--- src/rtl/pipelined_carry_select_adder.sv ---
// -----------------------------------------------------------------------------
// pipelined_carry_select_adder
//
// Pipelined carry-select adder/subtractor. The operands are split into SEGS
// equal segments. On the accept edge every segment's sum is precomputed twice,
// once for carry-in 0 and once for carry-in 1. Each later stage resolves one
// more segment by selecting between its two precomputed sums with the running
// carry. Results leave through a valid/ready handshake. Throughput is one beat
// per cycle and latency is SEGS cycles.
//
// Parameters
//   WIDTH     operand/sum width, a multiple of SEGS
//   SEGS      number of segments and pipeline stages (>= 1)
// Ports
//   clk       rising-edge clock
//   rst_n     asynchronous active-low reset
//   in_valid  operand beat valid
//   in_ready  beat accepted this cycle (the global pipeline enable)
//   a, b      operands
//   cin       carry-in, add mode only
//   sub       1 = compute a - b
//   out_valid result valid
//   out_ready downstream accepts result
//   sum       result
//   cout      carry-out (subtract: 1 = no borrow)
//   ovf       two's-complement signed overflow
// -----------------------------------------------------------------------------
module pipelined_carry_select_adder #(
   parameter int WIDTH = 64,
   parameter int SEGS  = 4
) (
   input  logic             clk,
   input  logic             rst_n,
   input  logic             in_valid,
   output logic             in_ready,
   input  logic [WIDTH-1:0] a,
   input  logic [WIDTH-1:0] b,
   input  logic             cin,
   input  logic             sub,
   output logic             out_valid,
   input  logic             out_ready,
   output logic [WIDTH-1:0] sum,
   output logic             cout,
   output logic             ovf
);

   localparam int SEG_W = WIDTH / SEGS;

   if (SEGS < 1 || (WIDTH % SEGS) != 0) begin : g_param_check
      $error("WIDTH must be a positive multiple of SEGS");
   end

   // The whole pipeline freezes only when a valid result is refused. A bubble
   // at the output never blocks.
   logic en;
   assign en       = !(out_valid && !out_ready);
   assign in_ready = en;

   logic [WIDTH-1:0] b_eff;
   logic             c0;
   assign b_eff = sub ? ~b : b;
   assign c0    = sub | cin;

   // Precompute every segment for both possible carry-ins.
   logic [WIDTH-1:0] cap_s0, cap_s1;
   logic [SEGS-1:0]  cap_c0, cap_c1;
   logic             cap_m0, cap_m1;

   for (genvar i = 0; i < SEGS; i++) begin : g_pair
      assign {cap_c0[i], cap_s0[i*SEG_W +: SEG_W]} =
         {1'b0, a[i*SEG_W +: SEG_W]} + {1'b0, b_eff[i*SEG_W +: SEG_W]};
      assign {cap_c1[i], cap_s1[i*SEG_W +: SEG_W]} =
         {1'b0, a[i*SEG_W +: SEG_W]} + {1'b0, b_eff[i*SEG_W +: SEG_W]}
         + {{SEG_W{1'b0}}, 1'b1};
   end

   // Carry into the MSB for each top-segment choice: the MSB sum bit is
   // a ^ b ^ carry_in, so the carry is recovered by XOR-ing the operands back out.
   assign cap_m0 = a[WIDTH-1] ^ b_eff[WIDTH-1] ^ cap_s0[WIDTH-1];
   assign cap_m1 = a[WIDTH-1] ^ b_eff[WIDTH-1] ^ cap_s1[WIDTH-1];

   // Intermediate stages 0..SEGS-2. Stage j holds segments 0..j resolved, plus
   // the pairs still pending for segments j+1..SEGS-1. The lowest pending pair
   // sits in the lowest bits.
   for (genvar j = 0; j < SEGS - 1; j++) begin : g_stage
      localparam int NP = SEGS - 1 - j;

      logic                   v, v_d;
      logic [(j+1)*SEG_W-1:0] res, res_d;
      logic                   carry, carry_d;
      logic [NP*SEG_W-1:0]    p0, p1, p0_d, p1_d;
      logic [NP-1:0]          q0, q1, q0_d, q1_d;
      logic                   m0, m1, m0_d, m1_d;

      if (j == 0) begin : g_first
         assign v_d     = in_valid;
         assign res_d   = c0 ? cap_s1[SEG_W-1:0] : cap_s0[SEG_W-1:0];
         assign carry_d = c0 ? cap_c1[0] : cap_c0[0];
         assign p0_d    = cap_s0[WIDTH-1:SEG_W];
         assign p1_d    = cap_s1[WIDTH-1:SEG_W];
         assign q0_d    = cap_c0[SEGS-1:1];
         assign q1_d    = cap_c1[SEGS-1:1];
         assign m0_d    = cap_m0;
         assign m1_d    = cap_m1;
      end else begin : g_next
         assign v_d     = g_stage[j-1].v;
         assign res_d   = {g_stage[j-1].carry ? g_stage[j-1].p1[SEG_W-1:0]
                                              : g_stage[j-1].p0[SEG_W-1:0],
                           g_stage[j-1].res};
         assign carry_d = g_stage[j-1].carry ? g_stage[j-1].q1[0]
                                             : g_stage[j-1].q0[0];
         assign p0_d    = g_stage[j-1].p0[(NP+1)*SEG_W-1:SEG_W];
         assign p1_d    = g_stage[j-1].p1[(NP+1)*SEG_W-1:SEG_W];
         assign q0_d    = g_stage[j-1].q0[NP:1];
         assign q1_d    = g_stage[j-1].q1[NP:1];
         assign m0_d    = g_stage[j-1].m0;
         assign m1_d    = g_stage[j-1].m1;
      end

      // NOTE: sequential state uses non-blocking (<=) so every stage samples
      // the previous stage's pre-edge value, which keeps the pipeline ordered.
      // NOTE: the data registers are reset along with the valid bits, so no X
      // can ever reach sum/cout/ovf and reset behaviour stays deterministic.
      always_ff @(posedge clk or negedge rst_n) begin
         if (!rst_n) begin
            v     <= 1'b0;
            res   <= '0;
            carry <= 1'b0;
            p0    <= '0;
            p1    <= '0;
            q0    <= '0;
            q1    <= '0;
            m0    <= 1'b0;
            m1    <= 1'b0;
         end else if (en) begin
            v <= v_d;
            // A bubble moves only its valid bit. The data simply holds.
            if (v_d) begin
               res   <= res_d;
               carry <= carry_d;
               p0    <= p0_d;
               p1    <= p1_d;
               q0    <= q0_d;
               q1    <= q1_d;
               m0    <= m0_d;
               m1    <= m1_d;
            end
         end
      end
   end

   // Final stage: resolve the top segment and register the outputs.
   logic             fin_v_d;
   logic [WIDTH-1:0] fin_sum_d;
   logic             fin_cout_d;
   logic             fin_msbc_d;

   if (SEGS == 1) begin : g_fin_direct
      assign fin_v_d    = in_valid;
      assign fin_sum_d  = c0 ? cap_s1 : cap_s0;
      assign fin_cout_d = c0 ? cap_c1[0] : cap_c0[0];
      assign fin_msbc_d = c0 ? cap_m1 : cap_m0;
   end else begin : g_fin_last
      assign fin_v_d    = g_stage[SEGS-2].v;
      assign fin_sum_d  = {g_stage[SEGS-2].carry ? g_stage[SEGS-2].p1
                                                 : g_stage[SEGS-2].p0,
                           g_stage[SEGS-2].res};
      assign fin_cout_d = g_stage[SEGS-2].carry ? g_stage[SEGS-2].q1[0]
                                                : g_stage[SEGS-2].q0[0];
      assign fin_msbc_d = g_stage[SEGS-2].carry ? g_stage[SEGS-2].m1
                                                : g_stage[SEGS-2].m0;
   end

   always_ff @(posedge clk or negedge rst_n) begin
      if (!rst_n) begin
         out_valid <= 1'b0;
         sum       <= '0;
         cout      <= 1'b0;
         ovf       <= 1'b0;
      end else if (en) begin
         out_valid <= fin_v_d;
         if (fin_v_d) begin
            sum  <= fin_sum_d;
            cout <= fin_cout_d;
            ovf  <= fin_msbc_d ^ fin_cout_d;
         end
      end
   end

endmodule
--- config.mk ---
export PLATFORM = sky130hd
export DESIGN_NAME = pipelined_carry_select_adder
export DESIGN_NICKNAME = d
export VERILOG_FILES = /design/src/rtl/pipelined_carry_select_adder.sv
export SDC_FILE = /design/constraint.sdc
export NUM_CORES = 1
export LEC_CHECK = 0
export ABC_AREA = 1
export CORE_MARGIN = 2
export CORE_UTILIZATION = 35
export DETAILED_ROUTE_END_ITERATION = 12
export SYNTH_ARGS = -nofsm -noshare
export SYNTH_HDL_FRONTEND = slang
export SYNTH_SLANG_ARGS = --single-unit
--- constraint.sdc ---
create_clock -name clk -period 4.15 [get_ports clk]
set_clock_uncertainty 0.05 [all_clocks]
set_input_delay 0.83 -clock clk [delete_from_list [all_inputs] [get_ports clk]]
set_output_delay 0.83 -clock clk [all_outputs]
set_load 0.01 [all_outputs]
==> flow_summary.toml <==
[run_status]
status = "finished clean"

[drt]
drtAntennaViolNets = 0
drt_iter0_markers = 1263
vias_per_cell = 4.74
wl_per_cell_um = 14.9
dr.pass1.iters = 5
route.detailed.drc = 0
wl_um = 53400
via_count = 17000

[timing]
timing.fmax_mhz = 284
worst_pin_slew_ps = 1190
slew_viol_final = 0
period_minus_slack_ps = 3520
rsz0062_at_grt = "no"
maxSlewHeadroom_pct = 20.1
setup_viol = 0
hold_viol_final = 0
setup_tns_ps = 0
fin_crit_sh_pct = 84.8

[worst_setup_path]
timing.rr.start = "out_valid$_DFFE_PN0N_"
worstSetupPathType = "primary input to primary output"
worstPathArrival_ps = 2640
ff2ff_path_depth = 8
cp-end-kind = "primary output"
cpLargestDelayFamily = "buffers and inverters"
worstPathMaxFanout = 6
r2r_setup_slack_ps = 1490
reg2reg_to = "g_stage[0].p1[22]$_DFFE_PN0P_"
critPathRequiredTime_ps = 3270
cpPeakStageDelay_ps = 570
cp_num_cells = 4
cpMostUsedCell = "clkdlybuf4s50_1"
startpoint = "out_ready"
startpoint_type = "primary input"
crit_end = "in_ready"
path_buf_inv = 3
crit_chain = "clkdlybuf4s50_1 > nor2_1 > inv_1 > clkdlybuf4s50_1"
cp_slowest_cell = "clkdlybuf4s50_1"

[logic_synthesis]
synth_async_sr_flop_share_pct = 100
netlist.area_leader.share_pct = 46.8
syn_area_per_cell_sq_um = 7.73
synth_edf_count = 0
ys_seq_elements = 379
synth.area.top_cells = "dfrtp_1, nand2_1, o21ai_0"
netlist_instances = 2620
yosys_most_used_dff = "dfrtp_1"
syn_nets = 2832
synth_warnings = 0
synth_cell_types = 44
synth.largest_area_cell = "dfrtp_1"
ys_seq_area_share_pct = 46.8
syn_area_sq_um = 20300

[cts]
cts-root-buf = "clkbuf_16"
cts_num_sinks = 379
ctsHoldBuffers = 0
cts.htree.levels = 2
clk_pin_slew_ps = 60
clock_latency_ps = 570
cts.path.max_buffers = 3
cts-resized-gates = 0
cts_buffers = 42
post_cts_buffers = 0
cts_tree = "yes"

[final_layout]
multiInputGateArea_sq_um = 9220
regArea_sq_um = 9480
nFillCells = 5830
syn2layout_area_growth_pct = 21.0
final_cell_area_sq_um = 24500
nets = 3002
drive_gt1_share_pct = 5.57

[global_route]
gr-total-overflow = 0
grt_usage_pct = 18.0
antenna_found_initial = 12
grt_pass1_wl_um = 87200
grt_max_degree = 119
grt_pass1_vias = 16200

[placement]
gp_congestion = 0.905
place_area_sq_um = 23100
portBuffers = 201
dp_hpwl_um = 39800

[die]
initial_utilization_pct = 35.3
dieWidth_um = 245
ios = 202
die_area_sq_um = 59800
core_area_sq_um = 57500
rows = 88
die_h_um = 245

[worst_hold_path]
hold_class = "primary input to asynchronous set/reset pin"

[power]
leakage_nw = 12.1
powerDensity_nw_per_um2 = 624
ir_drop_v = 0.000341

[flow_run]
max-cap-violations = 0
-- through the flow --
| stage | util (%) | power [mW] | std cells | hold slack (ps) | setup slack [ps] |
|---|---|---|---|---|---|
| global placement | 40.3 | 11.5 | 3511 | 406 | 299 |
| detailed placement | 40.3 | 11.6 | 3511 | 407 | 240 |
| floorplan | - | 9.42 | 2620 | 382 | 210 |
| CTS | 42.7 | 15.5 | 3582 | 286 | 600 |
| global route | 42.7 | 16.5 | 3583 | 312 | 530 |
| finish | 42.7 | 15.3 | 3584 | 236 | 631 |
-- cell usage after synthesis, types with 13 or more instances --
| cell type | instances |
|---|---|
| nand3_1 | 110 |
| nand2_1 | 911 |
| nand2_2 | 20 |
| nor2_1 | 128 |
| xnor2_1 | 13 |
| buf_1 | 15 |
| nand4_1 | 26 |
| a21oi_1 | 57 |
| dfrtp_1 | 379 |
| a31oi_1 | 18 |
| ha_1 | 74 |
| o211ai_1 | 24 |
| inv_1 | 314 |
| xor2_1 | 69 |
| clkbuf_1 | 76 |
| o21ai_0 | 267 |
-- cell type report --
type	instances	share of cell area (%)
clock buffers	57	4.77
repair buffers	223	9.25
well taps	765	3.90
inverters	322	4.93
flip-flops and latches	379	38.7
multi-input cells	1822	37.6
clock inverters	14	0.852
diodes	2	0.0204
-- worst reg2reg max path: stages, from the launching register on --
cell	delay, ps
dfrtp_1	370
inv_1	50
nor2_1	500
inv_1	320
nand2_4	400
inv_2	70
buf_4	340
nand2_1	270
o221ai_1	140
-- placed cells by master, fill, tap and decap left out, drive strengths merged --
master	Yosys	layout
o221ai	5	5
nor3	14	14
a21o	2	2
clkinvlp	0	1
clkdlybuf4s50	0	199
clkbuf	76	57
buf	21	24
a31oi	18	18
clkinv	3	8
diode	0	2
o22ai	4	4
inv	319	323
a21oi	60	60
o21bai	4	4
o311ai	1	1
a31o	1	1
a22o	1	1
nand2	933	933
nand3	118	118
nor2	148	148
nand3b	10	10
o21ai	271	271
a221oi	1	1
xor2	72	72
nand4	27	27
xnor2	13	13
fa	4	4
dfrtp	379	379
ha	74	74
o31ai	4	4
and2	1	1
a22oi	2	2
bufinv	0	4
o211ai	24	24
o21a	10	10
-- worst min path at each step --
| stage | startpoint | to | depth (start not counted) | slack, ps |
|---|---|---|---|---|
| global route | rst_n | g_stage[2].p1[0]$_DFFE_PN0P_ | 1 | 310 |
| global placement | g_stage[1].p1[13]$_DFFE_PN0P_ | g_stage[1].p1[13]$_DFFE_PN0P_ | 2 | 410 |
| finish | rst_n | sum[48]$_DFFE_PN0P_ | 1 | 240 |
| floorplan | fin_v_d$_DFFE_PN0N_ | out_valid$_DFFE_PN0N_ | 2 | 380 |
| CTS | rst_n | sum[48]$_DFFE_PN0P_ | 1 | 290 |
| detailed placement | g_stage[0].res[4]$_DFFE_PN0P_ | g_stage[1].res[4]$_DFFE_PN0P_ | 2 | 410 |
-- report_power, final --
part	switching (mW)	internal, mW
combinational	3.45	2.04
sequential	0.799	5.28
clock	1.52	2.23
-- metal layers --
metal,track usage [%],routed length (um)
met5,0,72
met4,4.93,1190
met3,3.18,2900
met2,26.3,22000
met1,27.2,27300
-- state kept, by name, indices dropped and copies added, names as in the netlist --
signal and flops:
g_stage.q1 6, sum 64, g_stage.q0 6, out_valid 1, g_stage.m1 3, g_stage.carry 3
fin_v_d 1, g_stage.p1 96, cout 1, ovf 1, g_stage.m0 3, g_stage.p0 96
g_stage.res 96, g_stage.v 2
-- cells by family (layout without fill, tap and decap cells) --
group / count (synthesis) / in the layout / share of synthesized area [%]
compound gates: 408 / 408 / 11.0
xor+xnor: 85 / 85 / 3.78
fa+ha+maj: 78 / 78 / 4.96
buf+inv: 419 / 616 / 7.81
flops: 379 / 379 / 46.8
other cells: 0 / 2 / 0
simple gates: 1251 / 1251 / 25.6
No activity file was read; power rests on OpenSTA's default activity.
